## config.mk

```make
export PLATFORM = sky130hd
export DESIGN_NAME = regfile_wb_sched_flat
export DESIGN_NICKNAME = d
export VERILOG_FILES = /design/src/rtl/regfile_wb_sched_if.sv /design/src/rtl/regfile_wb_sched.sv /design/src/flat_wrapper.sv
export SDC_FILE = /design/constraint.sdc
export NUM_CORES = 1
export LEC_CHECK = 0
export CAP_MARGIN = 5
export CORE_MARGIN = 2
export CORE_UTILIZATION = 56
export CTS_BUF_LIST = sky130_fd_sc_hd__clkbuf_4 sky130_fd_sc_hd__clkbuf_8
export CTS_CLUSTER_DIAMETER = 50
export CTS_CLUSTER_SIZE = 8
export DETAILED_ROUTE_END_ITERATION = 12
export PLACE_DENSITY = 0.85
export SYNTH_ARGS = -nofsm -noshare
export SYNTH_HDL_FRONTEND = slang
export SYNTH_SLANG_ARGS = --single-unit
```

## constraint.sdc

```tcl
create_clock -name clk -period 14.2 [get_ports clk]
set_clock_uncertainty 0.1 [all_clocks]
set_input_delay 2.84 -clock clk [delete_from_list [all_inputs] [get_ports clk]]
set_output_delay 2.84 -clock clk [all_outputs]
set_load 0.02 [all_outputs]
```

## src/rtl/regfile_wb_sched_if.sv

```systemverilog
// Bundle between the issue/execute/memory stages and the write-back scheduler.
// master = pipeline side, slave = scheduler side.
interface regfile_wb_sched_if #(
  parameter int DATA_WIDTH = 32,
  parameter int REG_NUM    = 32
);
  localparam int AW = $clog2(REG_NUM);
  localparam int CW = $clog2(REG_NUM) + 1;

  logic                  iss_valid;
  logic [AW-1:0]         iss_rd_addr;
  logic                  iss_ready;
  logic [AW-1:0]         chk_rs1_addr;
  logic                  chk_rs1_busy;
  logic [AW-1:0]         chk_rs2_addr;
  logic                  chk_rs2_busy;
  logic                  wb0_valid;
  logic [AW-1:0]         wb0_addr;
  logic [DATA_WIDTH-1:0] wb0_data;
  logic                  wb0_ready;
  logic                  wb1_valid;
  logic [AW-1:0]         wb1_addr;
  logic [DATA_WIDTH-1:0] wb1_data;
  logic                  wb1_ready;
  logic                  flush;
  logic [AW-1:0]         rd_addr;
  logic [DATA_WIDTH-1:0] rd_data;
  logic                  rd_wren;
  logic [CW-1:0]         busy_cnt;
  logic                  wb_err;

  modport master (
    output iss_valid, iss_rd_addr, chk_rs1_addr, chk_rs2_addr,
           wb0_valid, wb0_addr, wb0_data, wb1_valid, wb1_addr, wb1_data, flush,
    input  iss_ready, chk_rs1_busy, chk_rs2_busy, wb0_ready, wb1_ready,
           rd_addr, rd_data, rd_wren, busy_cnt, wb_err
  );

  modport slave (
    input  iss_valid, iss_rd_addr, chk_rs1_addr, chk_rs2_addr,
           wb0_valid, wb0_addr, wb0_data, wb1_valid, wb1_addr, wb1_data, flush,
    output iss_ready, chk_rs1_busy, chk_rs2_busy, wb0_ready, wb1_ready,
           rd_addr, rd_data, rd_wren, busy_cnt, wb_err
  );
endinterface

```

## src/rtl/regfile_wb_sched.sv

```systemverilog
// Round-robin write-back arbiter for the register file's single write port,
// plus the per-register busy scoreboard used by issue for RAW/WAW detection.
module regfile_wb_sched #(
  parameter int DATA_WIDTH = 32,
  parameter int REG_NUM    = 32
) (
  input  logic               clk,
  input  logic               rst,
  regfile_wb_sched_if.slave  bus
);
  localparam int AW = $clog2(REG_NUM);
  localparam int CW = $clog2(REG_NUM) + 1;

  typedef enum logic {
    GRANT_WB0 = 1'b0,
    GRANT_WB1 = 1'b1
  } grant_e;

  logic [REG_NUM-1:0]    r_busy;
  logic [CW-1:0]         r_busy_cnt;
  grant_e                r_last_grant;
  logic [AW-1:0]         r_rd_addr;
  logic [DATA_WIDTH-1:0] r_rd_data;
  logic                  r_rd_wren;
  logic                  r_wb_err;

  logic                  w_grant0;
  logic                  w_grant1;
  logic                  w_hs;
  logic [AW-1:0]         w_wb_addr;
  logic [DATA_WIDTH-1:0] w_wb_data;
  logic                  w_iss_acc;
  logic                  w_wb_err_set;
  logic [REG_NUM-1:0]    w_busy_next;
  logic [CW-1:0]         w_cnt_next;

  // On a tie the requester that did not win last time is granted.
  assign w_grant0 = bus.wb0_valid & (~bus.wb1_valid | (r_last_grant == GRANT_WB1));
  assign w_grant1 = bus.wb1_valid & (~bus.wb0_valid | (r_last_grant == GRANT_WB0));
  assign w_hs     = w_grant0 | w_grant1;

  assign w_wb_addr = w_grant0 ? bus.wb0_addr : bus.wb1_addr;
  assign w_wb_data = w_grant0 ? bus.wb0_data : bus.wb1_data;

  assign w_iss_acc    = bus.iss_valid & ~r_busy[bus.iss_rd_addr] & ~bus.flush;
  assign w_wb_err_set = w_hs & (w_wb_addr != '0) & ~r_busy[w_wb_addr] & ~bus.flush;

  always_comb begin
    // NOTE: every variable gets a full default first so no path can infer a latch.
    w_busy_next = bus.flush ? '0 : r_busy;
    if (w_hs) begin
      w_busy_next[w_wb_addr] = 1'b0;
    end
    if (w_iss_acc) begin
      w_busy_next[bus.iss_rd_addr] = 1'b1;
    end
    w_busy_next[0] = 1'b0;

    w_cnt_next = '0;
    for (int i = 1; i < REG_NUM; i++) begin
      w_cnt_next = w_cnt_next + CW'(w_busy_next[i]);
    end
  end

  // NOTE: the busy vector is a flop array, not a RAM, so it is reset like any other state.
  always_ff @(posedge clk or posedge rst) begin
    if (rst) begin
      r_busy       <= '0;
      r_busy_cnt   <= '0;
      r_last_grant <= GRANT_WB1;
      r_rd_addr    <= '0;
      r_rd_data    <= '0;
      r_rd_wren    <= 1'b0;
      r_wb_err     <= 1'b0;
    end else begin
      // NOTE: sequential state uses non-blocking assignments so all flops update together.
      r_busy     <= w_busy_next;
      r_busy_cnt <= w_cnt_next;
      r_rd_wren  <= w_hs & (w_wb_addr != '0);
      if (w_hs) begin
        r_rd_addr    <= w_wb_addr;
        r_rd_data    <= w_wb_data;
        r_last_grant <= w_grant0 ? GRANT_WB0 : GRANT_WB1;
      end
      if (w_wb_err_set) begin
        r_wb_err <= 1'b1;
      end
    end
  end

  assign bus.iss_ready    = w_iss_acc;
  assign bus.wb0_ready    = w_grant0;
  assign bus.wb1_ready    = w_grant1;
  assign bus.chk_rs1_busy = r_busy[bus.chk_rs1_addr];
  assign bus.chk_rs2_busy = r_busy[bus.chk_rs2_addr];
  assign bus.rd_addr      = r_rd_addr;
  assign bus.rd_data      = r_rd_data;
  assign bus.rd_wren      = r_rd_wren;
  assign bus.busy_cnt     = r_busy_cnt;
  assign bus.wb_err       = r_wb_err;
endmodule

```

## src/flat_wrapper.sv

```systemverilog
// flat-port wrapper written by rule: the top's interface ports become plain ports
module regfile_wb_sched_flat 
#(
  parameter int DATA_WIDTH = 32,
  parameter int REG_NUM    = 32
)
  (clk, rst, bus_iss_valid, bus_iss_rd_addr, bus_chk_rs1_addr, bus_chk_rs2_addr, bus_wb0_valid, bus_wb0_addr, bus_wb0_data, bus_wb1_valid, bus_wb1_addr, bus_wb1_data, bus_flush, bus_iss_ready, bus_chk_rs1_busy, bus_chk_rs2_busy, bus_wb0_ready, bus_wb1_ready, bus_rd_addr, bus_rd_data, bus_rd_wren, bus_busy_cnt, bus_wb_err);
  regfile_wb_sched_if #(.DATA_WIDTH(DATA_WIDTH), .REG_NUM(REG_NUM)) bus_i ();
  input  logic clk;
  input  logic rst;
  input wire logic [$bits(bus_i.iss_valid)-1:0] bus_iss_valid;
  input wire logic [$bits(bus_i.iss_rd_addr)-1:0] bus_iss_rd_addr;
  input wire logic [$bits(bus_i.chk_rs1_addr)-1:0] bus_chk_rs1_addr;
  input wire logic [$bits(bus_i.chk_rs2_addr)-1:0] bus_chk_rs2_addr;
  input wire logic [$bits(bus_i.wb0_valid)-1:0] bus_wb0_valid;
  input wire logic [$bits(bus_i.wb0_addr)-1:0] bus_wb0_addr;
  input wire logic [$bits(bus_i.wb0_data)-1:0] bus_wb0_data;
  input wire logic [$bits(bus_i.wb1_valid)-1:0] bus_wb1_valid;
  input wire logic [$bits(bus_i.wb1_addr)-1:0] bus_wb1_addr;
  input wire logic [$bits(bus_i.wb1_data)-1:0] bus_wb1_data;
  input wire logic [$bits(bus_i.flush)-1:0] bus_flush;
  output wire logic [$bits(bus_i.iss_ready)-1:0] bus_iss_ready;
  output wire logic [$bits(bus_i.chk_rs1_busy)-1:0] bus_chk_rs1_busy;
  output wire logic [$bits(bus_i.chk_rs2_busy)-1:0] bus_chk_rs2_busy;
  output wire logic [$bits(bus_i.wb0_ready)-1:0] bus_wb0_ready;
  output wire logic [$bits(bus_i.wb1_ready)-1:0] bus_wb1_ready;
  output wire logic [$bits(bus_i.rd_addr)-1:0] bus_rd_addr;
  output wire logic [$bits(bus_i.rd_data)-1:0] bus_rd_data;
  output wire logic [$bits(bus_i.rd_wren)-1:0] bus_rd_wren;
  output wire logic [$bits(bus_i.busy_cnt)-1:0] bus_busy_cnt;
  output wire logic [$bits(bus_i.wb_err)-1:0] bus_wb_err;
  assign bus_i.iss_valid = bus_iss_valid;
  assign bus_i.iss_rd_addr = bus_iss_rd_addr;
  assign bus_i.chk_rs1_addr = bus_chk_rs1_addr;
  assign bus_i.chk_rs2_addr = bus_chk_rs2_addr;
  assign bus_i.wb0_valid = bus_wb0_valid;
  assign bus_i.wb0_addr = bus_wb0_addr;
  assign bus_i.wb0_data = bus_wb0_data;
  assign bus_i.wb1_valid = bus_wb1_valid;
  assign bus_i.wb1_addr = bus_wb1_addr;
  assign bus_i.wb1_data = bus_wb1_data;
  assign bus_i.flush = bus_flush;
  assign bus_iss_ready = bus_i.iss_ready;
  assign bus_chk_rs1_busy = bus_i.chk_rs1_busy;
  assign bus_chk_rs2_busy = bus_i.chk_rs2_busy;
  assign bus_wb0_ready = bus_i.wb0_ready;
  assign bus_wb1_ready = bus_i.wb1_ready;
  assign bus_rd_addr = bus_i.rd_addr;
  assign bus_rd_data = bus_i.rd_data;
  assign bus_rd_wren = bus_i.rd_wren;
  assign bus_busy_cnt = bus_i.busy_cnt;
  assign bus_wb_err = bus_i.wb_err;
  regfile_wb_sched #(.DATA_WIDTH(DATA_WIDTH), .REG_NUM(REG_NUM)) u_core (.clk(clk), .rst(rst), .bus(bus_i));
endmodule
```

==> metrics.md, run 1 <==
| Metric | Value |
|---|---|
| Post-CTS sizing | `0` |
| Setup Total Neg Slack | `0 ns` |
| Startpoint class of the critical path | `input pin` |
| Max_slew headroom | `34.8%` |
| Drt first pass iters | `5` |
| DR vias/cell | `6.52` |
| Num rows | `37` |
| Fraction of registers with async set/reset | `100%` |
| Hold crit path type | `reg -> reg` |
| DRC violations left | `0` |
| Slew Limit Fails | `0` |
| Req. time, crit path | `14.37 ns` |
| Hold endpoint | `u_core.bus.wb_err` |
| Hold path startpoint | `u_core.bus.wb_err` |
| Core ar. | `0.0102 mm²` |
| Die Y | `106 µm` |
| Reg2reg path depth | `24` |
| Leading cell type in the layout, fill and taps excluded | `clkdlybuf4s50_1` |
| Leakage | `0.00310 µW` |
| Die area | `0.0112 mm²` |
| Util after Layout | `73.0%` |
| Hold Crit Depth | `1` |
| Clock tree sinks | `77` |
| Crit end category | `flop` |
| Most frequent cells in the layout | `144 x clkdlybuf4s50_1, 76 x dfrtp_1, 66 x nand2_1` |
| Number of synthesized flops with an enable pin | `0` |
| Placed Cells | `817` |
| Via Count | `5429` |
| Max-capacitance violation count | `0` |
| Chip Width | `106 µm` |
| Post-DP HPWL | `13800 µm` |
| Final min period | `10.17 ns` |
| Diodes inserted | `0` |
| IO Pins | `145` |
| Arrival time worst endpoint | `10.33 ns` |
| Initial drt markers | `646` |
| Clock Tree Root | `clkbuf_8` |
| Num CTS Buffers | `9` |
| Worst Max-Slew Pin Slew | `0.978 ns` |
| Pin count of the biggest net entering global routing | `78` |
| Synth top area share | `32.9%` |
| Post-Syn Instances | `577` |
| PwrDens | `80.5 mW/mm²` |
| Crit path largest cell delay | `0.91 ns` |
| # port buffers | `144` |
| Post-synth top area cell | `dfrtp_1` |
| Maximum VDD drop | `0.0426 mV` |
| Status | `finished, final reports clean` |
| Ys flop type | `dfrtp_1` |
| Synth cell types | `62` |
| Launching point of the worst reg2reg path | `u_core.r_last_grant` |
| Fill count | `756` |
| Clock-pin slew on the worst setup and hold paths | `0.10 ns` |
| Share of cells above drive strength 1 | `9.47%` |
| CTS max path bufs | `2` |
| Worst R2R Setup Slack | `6.57 ns` |
| Crit share post-route | `71.6%` |
| Seq/Total Area, Yosys | `33.3%` |
| CTS tree | `yes` |
| GP Congestion | `0.987` |
| Final Hold Vio Count | `0` |
| Syn nets | `704` |
| Reg-to-reg endpoint | `u_core.bus.busy_cnt[4]` |
| Register bit total from synthesis | `77` |
| Setup Fix Bufs, Post-CTS | `0` |
| Vias in the first global route | `5388` |
| Top post-synthesis cells by area | `dfrtp_1 33%, mux4_2 11%, fa_1 8.0%` |
| Most used cell along the critical path | `fa_1` |
| Ys Warns | `0` |
| ANT nets after route | `0` |
| FMAX | `98.3 MHz` |
| Hold_buf cts | `0` |
| Kind of cell adding the most delay to the critical path | `adder cells` |
| Grt ovf | `0` |
| Antenna violations before repair | `0` |
| First-pass GRT wire length | `29200 µm` |
| Slowest cell on crit path | `clkdlybuf4s50_1` |
| Non-filler cells, final | `833` |
| Crit Path Category | `in -> reg` |
| Cell area after synthesis | `0.00578 mm²` |
| RSZ-0062 raised after global routing | `no` |
| Clock latency on the worst-skew pair | `0.37 ns` |
| Final-stage net count | `819` |
| CP Buf/Inv Count | `8` |
| Syn Area/Cell | `10.0 µm²` |
| Routed wire length | `18500 µm` |
| Area Overhead vs Synth | `28.6%` |
| Overall Global Routing Usage | `33.8%` |
| Wire per inst | `22.2 µm` |
| Setup-failing EPs final | `0` |
| Worst Path Max Fanout | `38` |
| H-tree depth | `3` |
| Initial Utilization | `56.8%` |
[cells by family after synthesis]
group | synth area share (%)
muxes | 18.9
DFF | 33.3
buffers and inverters | 5.80
xor gates and xnor gates | 0.454
adders and majority gates | 9.91
AOI/OAI and AO/OA | 20.7
and+or+nand+nor | 10.9
[registers in the layout, summed over array words and instances, names as in the netlist]
name / count
u_core.bus.rd_addr: 5
u_core.r_busy: 31
u_core.bus.wb_err: 1
u_core.r_last_grant: 1
u_core.bus.rd_wren: 1
u_core.bus.rd_data: 32
u_core.bus.busy_cnt: 6
[cell type report]
class / count / area [µm²] / share of cell area (%)
Tap cell: 136 / 170 / 2.29
Timing Repair Buffer: 148 / 1470 / 19.8
Multi-Input combinational cell: 417 / 3530 / 47.5
Inverter: 39 / 146 / 1.97
Clock buffer: 10 / 138 / 1.85
Clock inverter: 6 / 52.6 / 0.706
Sequential cell: 77 / 1930 / 25.9
[where the power goes]
| group | leakage, µW | internal (µW) | switching, µW |
|---|---|---|---|
| clock network | 0.0000914 | 71.0 | 91.9 |
| registers | 0.000988 | 238 | 11.7 |
| logic | 0.00202 | 85.0 | 101 |
| total | 0.00310 | 394 | 205 |
[worst max path at each step]
stage	from	endpoint	slack [ns]	depth (start not counted)
after floorplan	bus_iss_rd_addr[1]	u_core.bus.busy_cnt[4]	4.93	27
after global placement	bus_iss_rd_addr[1]	u_core.bus.busy_cnt[4]	4.00	26
after detailed placement	bus_iss_rd_addr[1]	u_core.bus.busy_cnt[4]	3.69	26
after CTS	bus_iss_rd_addr[1]	u_core.bus.busy_cnt[4]	4.08	26
after global routing	bus_iss_rd_addr[1]	u_core.bus.busy_cnt[5]	3.77	24
final	bus_iss_rd_addr[1]	u_core.bus.busy_cnt[4]	4.03	26
[metrics by stage]
stage / worst slack, ns / hold slack, ns / power [µW] / instance area, µm²
CTS: 4.08 / 0.416 / 600 / 7440
detailed placement: 3.69 / 0.400 / 439 / 7250
floorplan: 4.93 / 0.384 / 351 / 5780
finish: 4.03 / 0.427 / 599 / 7440
global placement: 4.00 / 0.404 / 434 / 7250
global route: 3.77 / 0.444 / 624 / 7440
[routing by layer]
layer	up-vias	track usage, %	routed length, µm
li1	2375	-	-
met4	0	13.8	748
met2	375	54.3	8760
met3	74	5.75	1920
met5	-	0	0
met1	2605	45.8	7070
[cell usage after synthesis (4+ instances only)]
| library cell | count |
|---|---|
| dfrtp_1 | 76 |
| nand2_1 | 66 |
| mux2i_1 | 42 |
| o21ai_0 | 42 |
| inv_1 | 39 |
| clkbuf_1 | 35 |
| mux4_2 | 27 |
| o211ai_1 | 26 |
| fa_1 | 23 |
| o31ai_1 | 23 |
| nor2_1 | 20 |
| nand3_1 | 15 |
| a21oi_1 | 14 |
| ha_1 | 9 |
| nand2b_1 | 9 |
| a211oi_1 | 7 |
| nor2b_1 | 7 |
| mux2_2 | 6 |
| o31a_1 | 6 |
| a21boi_0 | 4 |
| buf_2 | 4 |
| o32ai_1 | 4 |
| or2_2 | 4 |
(Power assumes the default switching activity.)
==> run 2: changes to the inputs <==
- CORE_UTILIZATION: 56 -> 47
- PLACE_DENSITY: 0.85 -> 0.76
- clock period: 14.2 -> 8.95 ns (I/O delays scaled with it)
==> metrics.md, run 2 (synthesis results as in run 1) <==
| Metric | Value |
|---|---|
| Worst Setup SP | `bus_iss_rd_addr[1] (unchanged)` |
| Max_slew headroom | `36.8% (was 34.8%)` |
| DRC violations left | `0 (unchanged)` |
| Post-CTS sizing | `0 (unchanged)` |
| RSZ-0062 raised after global routing | `no (unchanged)` |
| Area Overhead vs Synth | `32.0% (was 28.6%)` |
| Maximum VDD drop | `0.0814 mV (was 0.0426 mV)` |
| Setup Fix Bufs, Post-CTS | `0 (unchanged)` |
| Reg2reg path depth | `24 (unchanged)` |
| Clock Tree Root | `clkbuf_8 (unchanged)` |
| Diodes inserted | `0 (unchanged)` |
| Num CTS Buffers | `9 (unchanged)` |
| Initial drt markers | `489 (was 646)` |
| Power share of the combinational group | `30.7% (was 31.1%)` |
| Most used cell along the critical path | `fa_1 (unchanged)` |
| FMAX | `117 MHz` |
| Share of cells above drive strength 1 | `12.1% (was 9.47%)` |
| # port buffers | `144 (unchanged)` |
| H-tree depth | `3 (unchanged)` |
| Hold endpoint | `u_core.bus.wb_err (unchanged)` |
| Clock-pin slew on the worst setup and hold paths | `0.08 ns (was 0.10 ns)` |
| Pre-CTS WS | `-0.0171 ns (was 3.69 ns)` |
| Post-route cell area | `0.00763 mm² (was 0.00744 mm²)` |
| Register share of total power | `40.5% (was 41.7%)` |
| Via Count | `5429 (unchanged)` |
| Placed inst area | `0.00742 mm² (was 0.00725 mm²)` |
| Max reg flops | `32 (unchanged)` |
| Reg-to-reg endpoint | `u_core.bus.busy_cnt[4] (unchanged)` |
| First-pass GRT wire length | `28700 µm (was 29200 µm)` |
| CP Buf/Inv Count | `8 (unchanged)` |
| Vias in the first global route | `5323 (was 5388)` |
| Startpoint class of the critical path | `input pin (unchanged)` |
| Hold_buf cts | `0 (unchanged)` |
| Core ar. | `0.0120 mm² (was 0.0102 mm²)` |
| Post-DP HPWL | `14000 µm (was 13800 µm)` |
| Leakage | `0.00321 µW (was 0.00310 µW)` |
| Clock latency on the worst-skew pair | `0.37 ns (about the same)` |
| Chip Width | `115 µm (was 106 µm)` |
| Launching point of the worst reg2reg path | `u_core.r_last_grant (unchanged)` |
| Hold crit path type | `reg -> reg (unchanged)` |
| Pin count of the biggest net entering global routing | `78 (unchanged)` |
| Slowest cell on crit path | `clkdlybuf4s50_1 (unchanged)` |
| Routed wire length | `18500 µm (about the same)` |
| Final Hold Vio Count | `0 (unchanged)` |
| Crit end category | `flop (unchanged)` |
| Crit Path Category | `in -> reg (unchanged)` |
| CTS tree | `yes (unchanged)` |
| Setup-failing EPs final | `0 (unchanged)` |
| Most frequent cells in the layout | `144 x clkdlybuf4s50_1, 76 x dfrtp_1, 66 x nand2_1 (unchanged)` |
| Initial Utilization | `48.2% (was 56.8%)` |
| GP Congestion | `0.972 (was 0.987)` |
| Die Y | `115 µm (was 106 µm)` |
| Clock tree sinks | `77 (unchanged)` |
| Slew Limit Fails | `0 (unchanged)` |
| Crit path largest cell delay | `0.60 ns (was 0.91 ns)` |
| Pint | `669 µW (was 394 µW)` |
| PwrDens | `129 mW/mm² (was 80.5 mW/mm²)` |
| Final-stage net count | `840 (was 819)` |
| Worst Path Max Fanout | `33 (was 38)` |
| Net Sw Power | `314 µW (was 205 µW)` |
| Worst Max-Slew Pin Slew | `0.948 ns (was 0.978 ns)` |
| Max-capacitance violation count | `0 (unchanged)` |
| Clock Power Share | `28.8% (was 27.2%)` |
| Final worst slack | `0.397 ns (was 4.03 ns)` |
| Wire per inst | `21.3 µm (was 22.2 µm)` |
| Drt first pass iters | `7 (was 5)` |
| Worst R2R Setup Slack | `1.74 ns (was 6.57 ns)` |
| Final min period | `8.55 ns` |
| ANT nets after route | `0 (unchanged)` |
| Hold Crit Depth | `1 (unchanged)` |
| CTS max path bufs | `2 (unchanged)` |
| Grt ovf | `0 (unchanged)` |
| Die area | `0.0132 mm² (was 0.0112 mm²)` |
| Arrival time worst endpoint | `8.71 ns (was 10.33 ns)` |
| DR vias/cell | `6.28 (was 6.52)` |
| Net Sw Frac | `32.0% (was 34.2%)` |
| Leading cell type in the layout, fill and taps excluded | `clkdlybuf4s50_1 (unchanged)` |
| Num rows | `40 (was 37)` |
| IO Pins | `145 (unchanged)` |
| Overall Global Routing Usage | `28.3% (was 33.8%)` |
| Status | `finished, final reports clean (unchanged)` |
| Kind of cell adding the most delay to the critical path | `adder cells (unchanged)` |
| Hold path startpoint | `u_core.bus.wb_err (unchanged)` |
| Antenna violations before repair | `0 (unchanged)` |
| Crit share post-route | `95.6%` |
| Req. time, crit path | `9.11 ns (was 14.37 ns)` |
-- run 2: worst max-delay path by stage --
stage | to | slack [ns] | depth (start not counted)
global placement | u_core.bus.busy_cnt[4] | 0.21 | 25
detailed placement | u_core.bus.busy_cnt[5] | -0.02 | 23
floorplan | u_core.bus.busy_cnt[4] | 0.73 | 27
finish | u_core.bus.busy_cnt[4] | 0.40 | 25
global route | u_core.bus.busy_cnt[4] | 0.05 | 25
CTS | u_core.bus.busy_cnt[5] | 0.38 | 23
-- run 2: power by group through the flow --
stage	sequential, µW	combinational [µW]	clock [µW]
finish	398	302	283
global route	401	324	304
CTS	398	302	289
detailed placement	405	300	0
global placement	403	296	0
floorplan	435	121	0
-- run 2: area by class of cell --
type                    count  area, µm²
multi-input cells         417       3530
repair buffers            169       1630
fillers                  1018       4380
inverters                  39        146
clock inverters             4       55.1
clock buffers              12        159
flip-flops and latches     77       1930
well taps                 147        184
-- run 2: per-stage QoR --
| stage | hold WS (ns) | TNS (ns) | cells | utilization [%] | total power [µW] |
|---|---|---|---|---|---|
| 6_report | 0.397 | 0 | 865 | 63.6 | 983 |
| 5_1_grt | 0.447 | 0 | 865 | 63.6 | 1030 |
| 4_1_cts | 0.405 | 0 | 865 | 63.6 | 989 |
| 3_5_place_dp | 0.386 | -0.0171 | 849 | 61.8 | 706 |
| 3_3_place_gp | 0.385 | 0 | 849 | 61.8 | 699 |
| 2_1_floorplan | 0.384 | 0 | 577 | - | 556 |
-- run 2: routing by layer --
layer	vias up	track usage, %	part of all wire, %
li1	2406	-	-
met1	2599	37.4	39
met2	366	45.9	48
met3	58	5.75	9.8
met4	0	11.7	3.9
met5	-	0	0
==> run 3: changes to the inputs <==
- CORE_MARGIN: 2 -> unset
==> metrics.md, run 3 (synthesis results as in run 1) <==
| Metric | Value |
|---|---|
| Reg2reg path depth | `23 (was 24)` |
| Met1 Usage GRT | `38.3% (was 37.4%)` |
| Worst R2R Setup Slack | `1.95 ns (was 1.74 ns)` |
| IO Pins | `145 (unchanged)` |
| Placed Cells | `849 (unchanged)` |
| Crit share post-route | `95.2% (was 95.6%)` |
| Drt first pass iters | `5 (was 7)` |
| DRC violations left | `0 (unchanged)` |
| Status | `finished, final reports clean (unchanged)` |
| Hold_buf cts | `0 (unchanged)` |
| Fill count | `1008 (was 1018)` |
| Launching point of the worst reg2reg path | `u_core.r_last_grant (unchanged)` |
| Slew Limit Fails | `0 (unchanged)` |
| CTS max path bufs | `2 (unchanged)` |
| Setup-failing EPs final | `0 (unchanged)` |
| Startpoint class of the critical path | `input pin (unchanged)` |
| Leakage | `0.00321 µW (about the same)` |
| GP Congestion | `0.960 (was 0.972)` |
| Grt ovf | `0 (unchanged)` |
| Non-filler cells, final | `865 (unchanged)` |
| Maximum VDD drop | `0.0624 mV (was 0.0814 mV)` |
| Share of cells above drive strength 1 | `12.1% (unchanged)` |
| Worst Path Max Fanout | `34 (was 33)` |
| Max-capacitance violation count | `0 (unchanged)` |
| Req. time, crit path | `9.09 ns (was 9.11 ns)` |
| Setup Fix Bufs, Post-CTS | `0 (unchanged)` |
| Clock latency on the worst-skew pair | `0.36 ns (was 0.37 ns)` |
| H-tree depth | `3 (unchanged)` |
| Final Hold Vio Count | `0 (unchanged)` |
| Wire per inst | `20.8 µm (was 21.3 µm)` |
| Die Y | `113 µm (was 115 µm)` |
| Final min period | `8.52 ns (was 8.55 ns)` |
| Most used cell along the critical path | `fa_1 (unchanged)` |
| Num CTS Buffers | `9 (unchanged)` |
| First-pass GRT wire length | `28500 µm (was 28700 µm)` |
| Num rows | `40 (unchanged)` |
| Antenna violations before repair | `0 (unchanged)` |
| Max_slew headroom | `35.6% (was 36.8%)` |
| Chip Width | `113 µm (was 115 µm)` |
| Worst Max-Slew Pin Slew | `0.966 ns (was 0.948 ns)` |
| Max reg flops | `32 (unchanged)` |
| GRT busiest layer | `met2 (unchanged)` |
| Final hold slack | `0.414 ns (was 0.397 ns)` |
| Clock tree sinks | `77 (unchanged)` |
| RSZ-0062 raised after global routing | `no (unchanged)` |
| FMAX | `117 MHz (about the same)` |
| CTS tree | `yes (unchanged)` |
| Hold crit path type | `reg -> reg (unchanged)` |
| Grt met3 use | `6.59% (was 5.75%)` |
| Die area | `0.0128 mm² (was 0.0132 mm²)` |
| Final-stage net count | `840 (unchanged)` |
| Hold endpoint | `u_core.bus.wb_err (unchanged)` |
| Vias in the first global route | `5310 (was 5323)` |
| Overall Global Routing Usage | `29.2% (was 28.3%)` |
| Routed wire length | `18000 µm (was 18500 µm)` |
| CP cell instances | `clkdlybuf4s50_1, mux4_2, mux2_2, nand2_1, o21ai_1, a211o_1, buf_4, o31ai_1, fa_1, fa_1, inv_1, fa_1, inv_1, fa_1, fa_1, inv_1, fa_1, inv_1, ha_1, a21o_1, a21oi_1, nor2b_1, o21a_1` |
| Reg-to-reg endpoint | `u_core.bus.busy_cnt[5] (was u_core.bus.busy_cnt[4])` |
| Core ar. | `0.0120 mm² (unchanged)` |
| Setup Total Neg Slack | `0 ns (unchanged)` |
| Area Overhead vs Synth | `31.8% (was 32.0%)` |
| DR vias/cell | `6.24 (was 6.28)` |
| Initial drt markers | `467 (was 489)` |
| Crit Path Category | `in -> reg (unchanged)` |
| Crit path largest cell delay | `0.60 ns (about the same)` |
| ANT nets after route | `0 (unchanged)` |
| Initial Utilization | `48.2% (unchanged)` |
| # port buffers | `144 (unchanged)` |
| Arrival time worst endpoint | `8.67 ns (was 8.71 ns)` |
| Most frequent cells in the layout | `144 x clkdlybuf4s50_1, 76 x dfrtp_1, 66 x nand2_1 (unchanged)` |
| Leading cell type in the layout, fill and taps excluded | `clkdlybuf4s50_1 (unchanged)` |
| Pin count of the biggest net entering global routing | `78 (unchanged)` |
| Slowest cell on crit path | `clkdlybuf4s50_1 (unchanged)` |
| Hold path startpoint | `u_core.bus.wb_err (unchanged)` |
| Post-DP HPWL | `13700 µm (was 14000 µm)` |
| Clock Tree Root | `clkbuf_8 (unchanged)` |
| Kind of cell adding the most delay to the critical path | `adder cells (unchanged)` |
| Hold Crit Depth | `1 (unchanged)` |
| Clock-pin slew on the worst setup and hold paths | `0.08 ns (about the same)` |
| Via Count | `5401 (was 5429)` |
| Diodes inserted | `0 (unchanged)` |
| PwrDens | `128 mW/mm² (was 129 mW/mm²)` |
| CP Buf/Inv Count | `6 (was 8)` |
| Post-CTS sizing | `0 (unchanged)` |
| Crit end category | `flop (unchanged)` |
| Met2 usage in global routing | `47.2% (was 45.9%)` |
run 3: per-stage QoR:
step                      area [µm²]  util [%]  total power (µW)  setup WS, ns
after floorplan                 5780         -               556         0.734
final                           7630      63.5               973         0.426
after detailed placement        7420      61.8               705        0.0912
after global routing            7630      63.5              1020        0.0830
after global placement          7420      61.8               698         0.239
after CTS                       7630      63.5               982         0.461
run 3: cell type report:
| class | instances | area [µm²] | share of cell area, % |
|---|---|---|---|
| multi-input combinational | 417 | 3530 | 46.3 |
| sequential | 77 | 1930 | 25.3 |
| timing repair buffer | 169 | 1630 | 21.4 |
| tap | 147 | 184 | 2.41 |
| inverter | 39 | 146 | 1.92 |
| clock buffer | 10 | 138 | 1.80 |
| clock inverter | 6 | 68.8 | 0.902 |
run 3: how the worst max path moves through the flow:
stage / start / endpoint / slack (ns) / depth (start not counted)
after detailed placement: bus_iss_rd_addr[1] / u_core.bus.busy_cnt[5] / 0.09 / 23
final: bus_iss_rd_addr[1] / u_core.bus.busy_cnt[5] / 0.43 / 23
after global routing: bus_iss_rd_addr[1] / u_core.bus.busy_cnt[5] / 0.08 / 23
after global placement: bus_iss_rd_addr[1] / u_core.bus.busy_cnt[4] / 0.24 / 25
after floorplan: bus_iss_rd_addr[1] / u_core.bus.busy_cnt[4] / 0.73 / 27
after CTS: bus_iss_rd_addr[1] / u_core.bus.busy_cnt[5] / 0.46 / 23
run 3: worst register-to-register path, stage by stage (launching register included):
cell      delay, ns
dfstp_2        0.59
nand2b_1       0.47
a21boi_0       0.27
buf_4          0.22
nor2_1         0.14
nand3_1        0.14
o211ai_1       0.22
o31ai_1        0.12
ha_1           0.35
fa_1           0.52
fa_1           0.55
inv_1          0.06
fa_1           0.54
inv_1          0.06
fa_1           0.42
fa_1           0.52
inv_1          0.06
fa_1           0.59
inv_1          0.06
ha_1           0.28
a21o_1         0.17
a21oi_1        0.22
nor2b_1        0.08
o21a_1         0.17
run 3: power breakdown:
part	internal [µW]	total [µW]	switching, µW
Sequential	378	397	19.2
Clock	138	275	137
Combinational	142	301	159
Total	659	973	315
run 3: metal layers:
| layer | vias to the layer above | wire, µm |
|---|---|---|
| met2 | 337 | 8570 |
| li1 | 2408 | - |
| met3 | 50 | 1820 |
| met4 | 0 | 571 |
| met5 | - | 0 |
| met1 | 2606 | 7010 |
